[src/rtl/ev_drive_controller.sv]
// Multi-channel traction drive controller: precharge power-up sequencing,
// slew-limited per-motor speed ramps with thermal derate/trip, and PWM outputs.
module ev_drive_controller #(
  parameter int NUM_CH        = 2,
  parameter int DATA_W        = 4,
  parameter int PWM_W         = 8,
  parameter int TEMP_W        = 8,
  parameter int RAMP_DIV      = 4,
  parameter int RAMP_STEP     = 8,
  parameter int PRECHARGE_CYC = 16,
  parameter int TEMP_HOT      = 100,
  parameter int TEMP_COOL     = 90,
  parameter int TEMP_TRIP     = 120
) (
  input  logic                     clk,
  input  logic                     rst_n,
  input  logic                     power_req,
  input  logic                     cmd_valid,
  input  logic [NUM_CH*DATA_W-1:0] accel,
  input  logic [NUM_CH*DATA_W-1:0] brake,
  input  logic [NUM_CH*TEMP_W-1:0] temp_in,
  input  logic                     fault_clr,
  output logic [NUM_CH-1:0]        pwm_out,
  output logic [NUM_CH*PWM_W-1:0]  speed_out,
  output logic [NUM_CH-1:0]        overheat,
  output logic [2:0]               state,
  output logic                     ready
);

  typedef enum logic [2:0] {
    S_OFF       = 3'd0,
    S_PRECHARGE = 3'd1,
    S_RUN       = 3'd2,
    S_DERATE    = 3'd3,
    S_STOP      = 3'd4,
    S_FAULT     = 3'd5
  } state_e;

  localparam int SUM_W  = PWM_W + 1;
  localparam int TICK_W = (RAMP_DIV > 1) ? $clog2(RAMP_DIV) : 1;
  localparam int PC_W   = (PRECHARGE_CYC > 1) ? $clog2(PRECHARGE_CYC) : 1;

  localparam logic [TICK_W-1:0] TICK_LAST  = TICK_W'(RAMP_DIV - 1);
  localparam logic [PC_W-1:0]   PC_LAST    = PC_W'(PRECHARGE_CYC - 1);
  localparam logic [SUM_W-1:0]  STEP_UP    = SUM_W'(RAMP_STEP);
  localparam logic [SUM_W-1:0]  STEP_DN    = SUM_W'(2 * RAMP_STEP);
  localparam logic [PWM_W-1:0]  STEP_DN_N  = PWM_W'(2 * RAMP_STEP);
  localparam logic [PWM_W-1:0]  DERATE_CAP = PWM_W'(1) << (PWM_W - 1);
  localparam logic [TEMP_W-1:0] HOT_T      = TEMP_W'(TEMP_HOT);
  localparam logic [TEMP_W-1:0] COOL_T     = TEMP_W'(TEMP_COOL);
  localparam logic [TEMP_W-1:0] TRIP_T     = TEMP_W'(TEMP_TRIP);

  state_e               state_q, state_d;
  logic [PC_W-1:0]      pc_cnt_q, pc_cnt_d;
  logic [TICK_W-1:0]    tick_cnt_q;
  logic                 tick;
  logic [PWM_W-1:0]     pwm_cnt_q;
  logic                 pwm_active;

  logic [PWM_W-1:0]     target_q   [NUM_CH];
  logic [PWM_W-1:0]     target_d   [NUM_CH];
  logic [PWM_W-1:0]     speed_q    [NUM_CH];
  logic [PWM_W-1:0]     speed_d    [NUM_CH];
  logic [PWM_W-1:0]     eff_target [NUM_CH];
  logic [SUM_W-1:0]     up_sum     [NUM_CH];
  logic [SUM_W-1:0]     dn_floor   [NUM_CH];

  logic [NUM_CH-1:0]    overheat_q, overheat_d;
  logic                 any_trip, all_below_hot, all_stopped;
  logic                 cmd_load, clear_targets;

  assign tick          = (tick_cnt_q == TICK_LAST);
  assign ready         = (state_q == S_RUN) || (state_q == S_DERATE);
  assign pwm_active    = (state_q == S_RUN) || (state_q == S_DERATE) || (state_q == S_STOP);
  assign cmd_load      = cmd_valid && ready;
  assign clear_targets = (state_d == S_OFF) || (state_d == S_STOP) || (state_d == S_FAULT);

  // Thermal evaluation; overheat holds between the cool and hot thresholds.
  always_comb begin
    // NOTE: every combinational output gets a default first so no path infers a latch.
    any_trip      = 1'b0;
    all_below_hot = 1'b1;
    overheat_d    = overheat_q;
    for (int i = 0; i < NUM_CH; i++) begin
      if (temp_in[i*TEMP_W +: TEMP_W] >= TRIP_T) any_trip = 1'b1;
      if (temp_in[i*TEMP_W +: TEMP_W] >= HOT_T) begin
        all_below_hot = 1'b0;
        overheat_d[i] = 1'b1;
      end else if (temp_in[i*TEMP_W +: TEMP_W] <= COOL_T) begin
        overheat_d[i] = 1'b0;
      end
    end
  end

  always_comb begin
    all_stopped = 1'b1;
    for (int i = 0; i < NUM_CH; i++) begin
      if (speed_q[i] != '0) all_stopped = 1'b0;
    end
  end

  // Next-state logic; the new overheat value is used so derate tracks the same edge.
  always_comb begin
    state_d  = state_q;
    pc_cnt_d = '0;
    if (any_trip && (state_q != S_FAULT)) begin
      state_d = S_FAULT;
    end else begin
      case (state_q)
        S_FAULT:     if (fault_clr && all_below_hot) state_d = S_OFF;
        S_OFF:       if (power_req) state_d = S_PRECHARGE;
        S_PRECHARGE: begin
          if (!power_req)              state_d  = S_STOP;
          else if (pc_cnt_q == PC_LAST) state_d  = S_RUN;
          else                          pc_cnt_d = pc_cnt_q + 1'b1;
        end
        S_RUN: begin
          if (!power_req)      state_d = S_STOP;
          else if (|overheat_d) state_d = S_DERATE;
        end
        S_DERATE: begin
          if (!power_req)       state_d = S_STOP;
          else if (~|overheat_d) state_d = S_RUN;
        end
        S_STOP:      if (all_stopped) state_d = S_OFF;
        default:     state_d = S_OFF;
      endcase
    end
  end

  // Per-channel target capture and slew-limited ramp toward the effective target.
  always_comb begin
    for (int i = 0; i < NUM_CH; i++) begin
      target_d[i]   = target_q[i];
      speed_d[i]    = speed_q[i];
      eff_target[i] = target_q[i];

      case (state_q)
        S_STOP:   eff_target[i] = '0;
        S_DERATE: if (target_q[i] > DERATE_CAP) eff_target[i] = DERATE_CAP;
        default:  ;
      endcase

      if (clear_targets) begin
        target_d[i] = '0;
      end else if (cmd_load) begin
        target_d[i] = (accel[i*DATA_W +: DATA_W] > brake[i*DATA_W +: DATA_W])
                    ? (PWM_W'(accel[i*DATA_W +: DATA_W] - brake[i*DATA_W +: DATA_W])
                       << (PWM_W - DATA_W))
                    : '0;
      end

      // One extra bit keeps the step comparisons free of wrap-around.
      up_sum[i]   = {1'b0, speed_q[i]} + STEP_UP;
      dn_floor[i] = {1'b0, eff_target[i]} + STEP_DN;

      if (state_d == S_FAULT) begin
        speed_d[i] = '0;
      end else if (tick) begin
        if (speed_q[i] < eff_target[i]) begin
          speed_d[i] = (up_sum[i] >= {1'b0, eff_target[i]}) ? eff_target[i]
                                                           : up_sum[i][PWM_W-1:0];
        end else if (speed_q[i] > eff_target[i]) begin
          speed_d[i] = ({1'b0, speed_q[i]} >= dn_floor[i]) ? (speed_q[i] - STEP_DN_N)
                                                           : eff_target[i];
        end
      end
    end
  end

  always_ff @(posedge clk or negedge rst_n) begin
    if (!rst_n) begin
      state_q    <= S_OFF;
      pc_cnt_q   <= '0;
      tick_cnt_q <= '0;
      pwm_cnt_q  <= '0;
      overheat_q <= '0;
      pwm_out    <= '0;
      // NOTE: targets and speeds are ordinary flops, so each element is reset explicitly.
      for (int i = 0; i < NUM_CH; i++) begin
        target_q[i] <= '0;
        speed_q[i]  <= '0;
      end
    end else begin
      // NOTE: non-blocking assignments so every flop samples pre-edge values.
      state_q    <= state_d;
      pc_cnt_q   <= pc_cnt_d;
      tick_cnt_q <= tick ? '0 : tick_cnt_q + 1'b1;
      pwm_cnt_q  <= pwm_active ? pwm_cnt_q + 1'b1 : '0;
      overheat_q <= overheat_d;
      for (int i = 0; i < NUM_CH; i++) begin
        target_q[i] <= target_d[i];
        speed_q[i]  <= speed_d[i];
        pwm_out[i]  <= (state_d != S_FAULT) && (pwm_cnt_q < speed_q[i]);
      end
    end
  end

  assign state    = state_q;
  assign overheat = overheat_q;

  for (genvar g = 0; g < NUM_CH; g++) begin : g_speed_out
    assign speed_out[g*PWM_W +: PWM_W] = speed_q[g];
  end

endmodule

[config.mk]
export PLATFORM = sky130hd
export DESIGN_NAME = ev_drive_controller
export DESIGN_NICKNAME = d
export VERILOG_FILES = /design/src/rtl/ev_drive_controller.sv
export SDC_FILE = /design/constraint.sdc
export NUM_CORES = 1
export LEC_CHECK = 0
export ABC_AREA = 1
export CAP_MARGIN = 20
export CORE_ASPECT_RATIO = 0.7
export CORE_MARGIN = 3
export CORE_UTILIZATION = 45
export DETAILED_ROUTE_END_ITERATION = 7
export GPL_TIMING_DRIVEN = 0
export PLACE_DENSITY = 0.73
export SETUP_SLACK_MARGIN = 0.15
export SYNTH_ARGS = -nofsm -noshare
export SYNTH_HDL_FRONTEND = slang
export SYNTH_SLANG_ARGS = --single-unit
[constraint.sdc]
create_clock -name clk -period 5.95 [get_ports clk]
set_input_delay 1.19 -clock clk [delete_from_list [all_inputs] [get_ports clk]]
set_output_delay 1.19 -clock clk [all_outputs]
set_load 0.02 [all_outputs]
======== Yosys cells after proc, flatten, opt, wreduce, memory -nomap -nowiden ========
Index checks and enable logic that the tools add are counted.
storage, ports and cells
  flip-flop bits (word level) ............. 53
  bits of input ports ..................... 37
  output and inout bits ................... 24
  word-level logic and storage cells ...... 121
cells by class
  $add $sub $neg .......................... 11
  magnitude comparators ................... 20
  eq/ne operators ......................... 11
  muxes and demuxes ....................... 49
  reduce and logical (&&, ||, !) cells .... 20
operators with widths
  kind                                                                                 count
  8-bit 2-to-1 mux                                                                     21
  8-bit by 7-bit greater-or-equal comparator with 1-bit output, second input constant  4
  8-bit < comparator                                                                   4
  8-bit one-hot mux with 2 select lines                                                2
  3-bit 2-to-1 mux                                                                     10
  8-bit by 4-bit adder with 9-bit output, second input constant                        2
  8-bit by 5-bit adder with 9-bit output, second input constant                        2
  8-bit by 9-bit greater-or-equal comparator with 1-bit output                         2
  9-bit by 8-bit greater-or-equal comparator with 1-bit output                         2
  3-bit one-hot mux with 6 select lines                                                1
  8-bit > comparator                                                                   2
  8-bit > comparator, second input constant                                            2
  8-bit by 7-bit less-or-equal comparator with 1-bit output, second input constant     2
  4-bit 2-to-1 mux                                                                     4
  8-bit nonzero test                                                                   2
  8-bit by 5-bit subtractor with 8-bit output, second input constant                   2
  3-bit == test, second input constant                                                 4
  1-bit 2-to-1 mux                                                                     10
  8-bit by 1-bit adder with 8-bit output, second input constant                        1
  4-bit > comparator                                                                   2
  4-bit subtractor                                                                     2
  3-bit by 2-bit == test with 1-bit output, second input constant                      2
  3-bit zero test                                                                      2
  3-bit != test, second input constant                                                 2
  12 further kinds                                                                     22

======== Longest topological paths before layout ========
Gate-level depths: netlist of the first run.
  depth in word-level cells ............... 12
  gate-level depth with buffers ........... 23
  mapped depth without buffers ............ 23

======== Worst setup path before layout of the first run ========
No wires, ideal clock.
  path type ............................... reg2reg
  start point ............................. register state_q[1] (netlist: state[1])
  end point ............................... register speed_q, in the netlist speed_out[3]
  library setup time ...................... 0.118 ns
  arrival ................................. 2.657 ns
  data required time ...................... 5.832 ns
  path slack .............................. 3.175 ns
  cell stages (with the launch flop) ...... 20
  buffers on the path ..................... 0
  clock period less this slack ............ 2.775 ns
  path through ............................ dfrtp_1 -> inv_1 -> nor2_4 -> nand2_2 -> o21ai_1 -> inv_1 -> nor2_1 -> ha_1 -> xor2_1 -> ha_1 -> nand2_1 -> nand2_1 -> nand2_1 -> nand2_1 -> nand2_2 -> inv_1 -> o211ai_2 -> nand2_1 -> nand2_1 -> nand2_1
between the ends
  longest elaborated chain between the ends .. 9
  elaborated cells on any way between the ends .. 35
  those cells by class .................... add/sub: 1; order compare: 4; eq/ne: 7; mux: 18; reduce/logical: 5
ends and longest elaborated chain
  item                                                                              RTL line  text
  start, declared                                                                   53        state_e state_q, state_d;
  start signal, assigned                                                            186       state_q <= state_d;
  3-bit by 2-bit == test with 1-bit output / 3-bit == test (equally long branches)  109, 138
  8-bit one-hot mux with 2 select lines                                             138       case (state_q)
  8-bit by 5-bit adder with 9-bit output                                            155       dn_floor[i] = {1'b0, eff_target[i]} + STEP_DN;
  8-bit by 9-bit greater-or-equal comparator with 1-bit output                      164       speed_d[i] = ({1'b0, speed_q[i]} >= dn_floor[i]) ? (speed_q[i] - STEP_DN_N)
  8-bit 2-to-1 mux                                                                  164
  8-bit 2-to-1 mux                                                                  163       end else if (speed_q[i] > eff_target[i]) begin
  8-bit 2-to-1 mux                                                                  160       if (speed_q[i] < eff_target[i]) begin
  8-bit 2-to-1 mux                                                                  159       end else if (tick) begin
  8-bit 2-to-1 mux                                                                  157       if (state_d == S_FAULT) begin
  end signal, assigned by index                                                     193       speed_q[i] <= speed_d[i];
  end, declared                                                                     62        logic [PWM_W-1:0] speed_q [NUM_CH];
Parallel ways exist; a longest one is shown, timed or not. The select of a mux whose other input is x is not followed.
A chain may end at the register's enable or synchronous reset.

======== Worst setup path after layout of the first run ========
  start point ............................. register state_q[2] (netlist: state[2])
  end point ............................... register speed_q, in the netlist speed_out[11]
Same word-level chain as after synthesis.

==> impl_metrics.toml, run 1 <==
[die]
core-area_um2 = 8040
initial_utilization = 0.474
die_area_um2 = 9640
io_pins = 61
die-width_um = 116
dieHeight_um = 83.0
rows = 27

[critical_path]
worst_path_most_repeated_cell = "nand2_1"
crit_path_start_kind = "flop"
rrSetupSlack_ps = 2810
cp-endpoint = "speed_out[11]"
crit_cells = 20
path_cells = "nor2_4 -> nand2_2 -> o21ai_1 -> inv_1 -> nor2_1 -> ha_1 -> inv_1 -> ha_1 -> nand2_1 -> nand2_1 -> nand2_1 -> nand2_1 -> nand2_1 -> nand2_1 -> nand2_2 -> inv_1 -> o211ai_2 -> nand2_1 -> nand2_1 -> nand2_1"
critPathTopFamily = "simple AND/OR/NAND/NOR gates"
cp.required_ps = 6120
crit_path_start = "state[2]"
cp_slowest_cell = "dfrtp_1"
cp_data_arrival_time_ps = 3310
r2r_cells = 20
worstSetupPathType = "reg -> reg"
regToRegEndpoint = "speed_out[11]"
worstSetupEndpointType = "flop"
worst-path-buf-inv = 3
max_stage_delay_ps = 460
crit_fanout = 7
r2r_start = "state[2]"

[power_and_ir_drop]
leakagePower_nw = 2.36
power_density_nw_per_um2 = 375
finalPower_w = 0.00173
peakVddDrop_v = 0.000182

[timing]
rsz0062_at_grt = "false"
fin_skew_ps = 3.08
tns_ps = 0
worst_slew_margin_rel = 0.407
min_period_over_period = 0.528
hold_viol_final = 0
period_minus_slack_ps = 3140
worstMarginPinSlew_ps = 889
drv_slew = 0
max_freq_ghz = 0.318
setup_viol = 0

[final_layout]
final_core_util = 0.575
n_fill_cell = 764
area_growth_pct = 21.2
layout-drive-gt1-share = 0.0564
antenna_cells = 0
nNetsFinal = 698
instances_no_fill = 704

[placement]
placed_cells_incl_taps = 698
finalWeightedCongestion = 0.905
hpwl_mm = 7.63
port-buffer-count = 54

[cts]
post_cts_resized = 0
cts_buffer_depth = 2
ctsHtreeMaxLevel = 2
clockRootBuffer = "clkbuf_16"
cts-hold-fix-buffers = 0
clock_latency_ps = 280
cts_made_buffers = 5
cts_tree = "done"
clkSlewWorstSetupHoldPaths_ps = 60
post_cts_buffers = 0
clock_sinks = 39

[global_route]
grt_pass1_vias = 3626
track_usage = 0.207
grt_pass1_wl_mm = 16.5
antenna_found_initial = 0
grt_max_degree = 40
grt_overflow_total = 0

[route]
drc = 0
drt_first_pass_iters = 4
wl_per_cell_um = 13.4
drt-vias-per-instance = 5.09
vias = 3584
drt_iter0_drc = 198
final_antenna_net_count = 0
routed_wl_mm = 9.44

[run_status]
status = "completed"

[logic_synthesis]
ys.warnings.count = 0
synth_edf_count = 0
avgSynthCellArea_um2 = 7.09
async_flop_share = 1.00
yosysSeqAreaShare = 0.256
netlist_area_um2 = 3810
ys_seq_elements = 39
ys.flop_type = "dfrtp_1"
synthTopCellsByArea = "dfrtp_1 26%, ha_1 18%, nand2_1 12%"
netlist_instances = 538
yosysTopAreaCell = "dfrtp_1"
synth_top_area_frac = 0.256
synth.distinct_cells = 39

[job]
cap_viol_max_count = 0

[min_path]
hold_class = "reg -> reg"
==> flip-flops by register name, summed over array words and instances, names as in the netlist <==
name / count
overheat: 2
pc_cnt_q: 4
pwm_cnt_q: 8
pwm_out: 2
speed_out: 10
state: 3
target_q: 8
tick_cnt_q: 2
==> per-stage QoR <==
stage	hold WS, ps	area (um2)	worst slack (ps)
2_1_floorplan	403	3830	3180
3_3_place_gp	414	4500	2720
3_5_place_dp	422	4500	2690
4_1_cts	430	4620	2820
5_1_grt	450	4620	2480
6_report	429	4620	2810
==> Yosys cell counts (2+ instances only) <==
master and number:
nand2_1 123, inv_1 92, ha_1 55, nor2_1 55, dfrtp_1 39, nand3_1 39, a21oi_1 18, o21ai_0 16
xor2_1 15, nand4_1 11, nor3_1 10, o21ai_1 8, buf_4 6, nand2_2 6, o211ai_1 5, xnor2_1 5
o21a_1 4, nand3_2 3, a211oi_1 2, a21oi_2 2, a221oi_1 2, fa_1 2, nand3b_1 2, o211ai_2 2
o22ai_1 2
==> layout by cell type (no fill, tap or decap), drive strengths merged <==
master	instances
o22ai	2
fa	2
a221oi	2
nor3	11
nand2	130
nand4	12
xnor2	5
clkinv	1
o21ba	1
o211ai	7
a2bb2oi	1
conb	6
clkdlybuf4s50	53
a211oi	2
buf	8
a21oi	20
inv	93
or2	1
xor2	15
nor2	56
nand3	42
dfrtp	39
clkbuf	6
o21a	4
nand3b	2
and3	1
nor3b	1
o21ai	25
ha	55
==> where the power goes <==
group          switching [W]  internal [W]
logic               0.000679      0.000416
clock network       0.000100      0.000151
registers          0.0000778      0.000310
==> logic make-up after synthesis <==
logic type,count (synthesis),synth area share
xor+xnor,20,0.0459
compound gates,64,0.103
other cells,1,0.000983
flops,39,0.256
simple gates,256,0.296
buf+inv,101,0.107
fa+ha+maj,57,0.191
==> worst min path at each step <==
stage             startpoint             to  slack, ps  cells past startpoint
2_1_floorplan  tick_cnt_q[0]  tick_cnt_q[0]        400                      1
3_3_place_gp   tick_cnt_q[0]  tick_cnt_q[0]        410                      1
3_5_place_dp   tick_cnt_q[0]  tick_cnt_q[0]        420                      1
4_1_cts        tick_cnt_q[0]  tick_cnt_q[0]        430                      1
5_1_grt        tick_cnt_q[0]  tick_cnt_q[0]        450                      1
6_report       tick_cnt_q[0]  tick_cnt_q[0]        430                      1
==> metal layers <==
metal | GRT usage | wire [um]
met1 | 0.293 | 4730
met2 | 0.337 | 4340
met3 | 0.0328 | 293
met4 | 0.0390 | 80
met5 | 0 | 0
==> final cells by class <==
class	count	area, um2	area share
buffer	7	56.3	0.0122
clock buffer	6	129	0.0279
inverter	94	353	0.0763
multi-input combinational	403	2450	0.529
sequential	39	976	0.211
tap	101	126	0.0273
timing repair buffer	54	536	0.116
Note: power is estimated with default switching activity, not from simulation.
==> inputs of run 2 (changes only) <==
==> constraint.sdc (replaced) <==
create_clock -name clk -period 3.15 [get_ports clk]
set_input_delay 0.63 -clock clk [delete_from_list [all_inputs] [get_ports clk]]
set_output_delay 0.63 -clock clk [all_outputs]
set_load 0.02 [all_outputs]
==> run 2 against run 1 <==
Effect of this change:
- die area stayed put
- clock skew is 2.2 ps higher
- setup slack worse by 2500 ps
- cell area is 1.9% higher
- final cell count is 0.85% higher
- first-iteration DRC count is 2.0% lower
- largest power group unchanged
==> impl_metrics.toml, run 2 (synthesis gave the netlist of run 1 again) <==
[timing]
period_minus_slack_ps = 2830
max_freq_ghz = 0.353
worstMarginPinSlew_ps = 904
drv_slew = 0
rsz0062_at_grt = "false"
min_period_over_period = 0.900
setup_viol = 0
fin_skew_ps = 5.25
worst_slew_margin_rel = 0.397
hold_viol_final = 0
tns_ps = 0

[die]
die_area_um2 = 9640
rows = 27
die-width_um = 116
core-area_um2 = 8040
dieHeight_um = 83.0
io_pins = 61
initial_utilization = 0.474

[final_layout]
area_growth_pct = 23.5
largest_reg_flops = 10
layout-drive-gt1-share = 0.0887
n_fill_cell = 751
antenna_cells = 0
mostFrequentLayoutCell = "nand2_1"
layout_common_cells = "120 x nand2_1, 89 x inv_1, 54 x ha_1, 53 x clkdlybuf4s50_1, 49 x nor2_1"
final_core_util = 0.586
nNetsFinal = 704

[route]
drt_iter0_drc = 194
vias = 3635
final_antenna_net_count = 0
drt_first_pass_iters = 5
wl_per_cell_um = 13.5
routed_wl_mm = 9.57
drt-vias-per-instance = 5.12
drc = 0

[critical_path]
cp-endpoint = "speed_out[11]"
worst_path_most_repeated_cell = "nand2_1"
r2r_cells = 20
r2r_start = "state[1]"
path_cells = "inv_1 -> nor2_4 -> nand2_2 -> nand2_1 -> o21ai_1 -> inv_1 -> nor2_2 -> ha_1 -> xor2_1 -> ha_1 -> nand2_1 -> nand2_1 -> nand2_1 -> nand2_2 -> nand2_2 -> inv_1 -> o211ai_2 -> nand2_1 -> nand2_1 -> nand2_1"
critPathTopFamily = "simple AND/OR/NAND/NOR gates"
cp_slowest_cell = "dfrtp_1"
cp.required_ps = 3320
crit_path_start = "state[1]"
crit_fanout = 6
cp_data_arrival_time_ps = 3000
worstSetupEndpointType = "flop"
crit_cells = 20
regToRegEndpoint = "speed_out[11]"
rrSetupSlack_ps = 320
worst-path-buf-inv = 3
worstSetupPathType = "reg -> reg"
crit_path_start_kind = "flop"
max_stage_delay_ps = 400

[run_status]
status = "completed"

[placement]
hpwl_mm = 7.63
port-buffer-count = 54
finalWeightedCongestion = 0.905

[cts]
clockRootBuffer = "clkbuf_16"
clkSlewWorstSetupHoldPaths_ps = 60
clock_sinks = 39
cts_buffer_depth = 2
clock_latency_ps = 280
cts_made_buffers = 5
cts_tree = "done"
ctsHtreeMaxLevel = 2

[job]
cap_viol_max_count = 0

[power_and_ir_drop]
peakVddDrop_v = 0.000326
leakagePower_nw = 2.39
power_density_nw_per_um2 = 705

[global_route]
grt_max_degree = 40
antenna_found_initial = 0
track_usage = 0.208
grt_pass1_vias = 3631
grt_overflow_total = 0
grt_pass1_wl_mm = 16.5

[min_path]
hold_class = "reg -> reg"
run 2: through the flow:
stage               hold WS, ps  cells  worst slack, ps  total power, W  instance area [um2]
floorplan                   334    543              375         0.00218                 3830
global placement            414    698              167         0.00271                 4500
detailed placement          422    698             51.5         0.00278                 4500
CTS                         430    704              185         0.00327                 4630
global route                450    710              113         0.00366                 4710
finish                      425    710              316         0.00332                 4710
run 2: worst min-delay path by stage:
stage | slack [ps] | to | cells after the start | startpoint
after CTS | 430 | tick_cnt_q[0] | 1 | tick_cnt_q[0]
after global placement | 410 | tick_cnt_q[0] | 1 | tick_cnt_q[0]
after global routing | 450 | tick_cnt_q[0] | 1 | tick_cnt_q[0]
final | 430 | tick_cnt_q[0] | 1 | tick_cnt_q[0]
after detailed placement | 420 | tick_cnt_q[0] | 1 | tick_cnt_q[0]
after floorplan | 330 | overheat[0] | 0 | rst_n
run 2: what timing repair did:
action | in CTS | in global routing
buffers inserted | 0 | 6
pin swaps | 0 | 3
hold buffers | 0 | 0
setup endpoints to repair | 8 | 10
gates resized for setup | 2 | 16
run 2: cell type report:
| type | count | area, um2 | share of cell area |
|---|---|---|---|
| Multi-Input combinational cell | 403 | 2490 | 0.529 |
| Sequential cell | 39 | 976 | 0.207 |
| Timing Repair Buffer | 60 | 581 | 0.123 |
| Inverter | 94 | 353 | 0.0749 |
| Clock buffer | 6 | 129 | 0.0273 |
| Tap cell | 101 | 126 | 0.0268 |
| Buffer | 7 | 56.3 | 0.0119 |
run 2: report_power, final:
part | total, W | internal [W] | switching, W
clock | 0.000473 | 0.000285 | 0.000188
sequential | 0.000736 | 0.000586 | 0.000150
combinational | 0.00211 | 0.000800 | 0.00131
run 2: per-layer routing:
metal,vias to the layer above,global-route usage,part of all wire,wire length [um]
met5,-,0,0,0
met4,0,0.0390,0.0042,40
li1,1876,-,-,-
met2,82,0.337,0.47,4450
met3,6,0.0328,0.039,375
met1,1671,0.294,0.49,4700
==> inputs of run 3 (changes only) <==
==> constraint.sdc (replaced) <==
create_clock -name clk -period 3.1 [get_ports clk]
set_input_delay 0.62 -clock clk [delete_from_list [all_inputs] [get_ports clk]]
set_output_delay 0.62 -clock clk [all_outputs]
set_load 0.02 [all_outputs]
==> run 3 against run 2 <==
Effect of this change:
- final cell count did not move
- utilization rose by 0.23 points
- routed wire length rose by 0.15%
- via count fell by 0.33%
- global-route usage barely moved
==> impl_metrics.toml, run 3 (synthesis gave the netlist of run 1 again) <==
[cts]
cts_buffer_depth = 2
clkSlewWorstSetupHoldPaths_ps = 60
clockRootBuffer = "clkbuf_16"
cts_made_buffers = 5
clock_sinks = 39
ctsHtreeMaxLevel = 2
cts_tree = "done"
cts-hold-fix-buffers = 0
clock_latency_ps = 280

[global_route]
grt_max_degree = 40
grt_pass1_wl_mm = 16.5
antenna_found_initial = 0
grt_pass1_vias = 3634
track_usage = 0.208
grt_overflow_total = 0

[die]
dieHeight_um = 83.0
initial_utilization = 0.474
die-width_um = 116
rows = 27
core-area_um2 = 8040
io_pins = 61
die_area_um2 = 9640

[power_and_ir_drop]
p_int_w = 0.00170
peakVddDrop_v = 0.000332
p_sw_w = 0.00169
p_clk_frac = 0.141
p_comb_frac = 0.638
sequentialPowerShare = 0.221
leakagePower_nw = 2.39
finalPower_w = 0.00339
swShare = 0.497
power_density_nw_per_um2 = 716

[critical_path]
crit_path_start_kind = "flop"
worstSetupPathType = "reg -> reg"
cp.required_ps = 3270
crit_fanout = 6
worstSetupEndpointType = "flop"
rrSetupSlack_ps = 300
cp_data_arrival_time_ps = 2970

[job]
cap_viol_max_count = 0

[route]
vias = 3623
drt_first_pass_iters = 4
final_antenna_net_count = 0
wl_per_cell_um = 13.5
routed_wl_mm = 9.58
drc = 0
drt-vias-per-instance = 5.10
drt_iter0_drc = 217

[final_layout]
largest_reg_flops = 10
area_growth_pct = 24.0
instances_no_fill = 710
antenna_cells = 0
layout-drive-gt1-share = 0.0969
layout_common_cells = "120 x nand2_1, 87 x inv_1, 53 x ha_1, 53 x clkdlybuf4s50_1, 49 x nor2_1"
mostFrequentLayoutCell = "nand2_1"
nNetsFinal = 704

[timing]
hold_viol_final = 0
setup_viol = 0
worst_slew_margin_rel = 0.406
min_period_over_period = 0.904
fin_skew_ps = 3.92
drv_slew = 0
max_freq_ghz = 0.357
period_minus_slack_ps = 2800
rsz0062_at_grt = "true"
worstMarginPinSlew_ps = 891
tns_ps = 0

[placement]
port-buffer-count = 54
finalWeightedCongestion = 0.905
placed_cells_incl_taps = 698
hpwl_mm = 7.63

[run_status]
status = "completed"

[min_path]
hold_class = "reg -> reg"
[run 3: cell types whose count changed in the layout (fill, tap and decap cells not counted)]
| cell | delta |
|---|---|
| inv_1 | -2 |
| inv_2 | +2 |
| a21oi_1 | -1 |
| a21oi_2 | +1 |
| ha_1 | -1 |
| ha_2 | +1 |
| nor2_2 | -1 |
| nor2_4 | +1 |
| xor2_1 | -1 |
| xor2_2 | +1 |
[run 3: per-layer routing]
| layer | GRT usage | vias to the layer above | part of all wire |
|---|---|---|---|
| li1 | - | 1878 | - |
| met1 | 0.295 | 1674 | 0.50 |
| met2 | 0.337 | 60 | 0.46 |
| met3 | 0.0328 | 11 | 0.033 |
| met4 | 0.0390 | 0 | 0.0083 |
| met5 | 0 | - | 0 |
[run 3: metrics by stage]
step,util,hold slack (ps),setup slack [ps],area (um2)
after floorplan,-,324,325,3830
after global placement,0.560,414,117,4500
after detailed placement,0.559,422,1.51,4500
after CTS,0.576,430,152,4630
after global routing,0.589,450,122,4730
final,0.589,425,299,4730
[run 3: critical path, stage by stage (launching register included)]
cell      delay (ps)
dfrtp_1          410
inv_2             70
nor2_4           160
nand2_2          100
o21ai_1          200
inv_2            100
nor2_4           160
ha_2             280
inv_1             50
ha_1             210
nand2_1           70
nand2_1           50
nand2_1           60
nand2_1           50
nand2_1           70
nand2_2           70
nand2_2          120
inv_1             70
o211ai_2         170
nand2_1          100
nand2_1           60
nand2_1           60
[run 3: power groups by stage]
stage / sequential (W) / clock, W / combinational (W)
5_1_grt: 0.000762 / 0.000511 / 0.00245
2_1_floorplan: 0.000788 / 0 / 0.00143
4_1_cts: 0.000745 / 0.000487 / 0.00209
6_report: 0.000748 / 0.000479 / 0.00216
3_5_place_dp: 0.000752 / 0 / 0.00207
3_3_place_gp: 0.000747 / 0 / 0.00200
[run 3: timing repair]
item | 4_1_cts | 5_1_grt
endpoints found under the setup margin | 10 | 10
gates resized for setup | 3 | 21
pin swaps | 0 | 3
setup buffers | 0 | 6
[run 3: path summary, 6_finish.rpt]
check                                     end     startpoint  cells past startpoint
worst max-delay path            speed_out[11]       state[1]                     21
worst min-delay path            tick_cnt_q[0]  tick_cnt_q[0]                      1
worst max register to register  speed_out[11]       state[1]                     21
worst min register to register  tick_cnt_q[0]  tick_cnt_q[0]                      1
max in group asynchronous        target_q[15]          rst_n                      1
min in group asynchronous       speed_out[13]          rst_n                      1
[run 3: final cells by class]
| type | count | area [um2] |
|---|---|---|
| well taps | 101 | 126 |
| clock buffers | 6 | 129 |
| repair buffers | 60 | 581 |
| inverters | 94 | 353 |
| multi-input cells | 403 | 2510 |
| plain buffers | 7 | 56.3 |
| flip-flops and latches | 39 | 976 |
| fillers | 750 | 3310 |
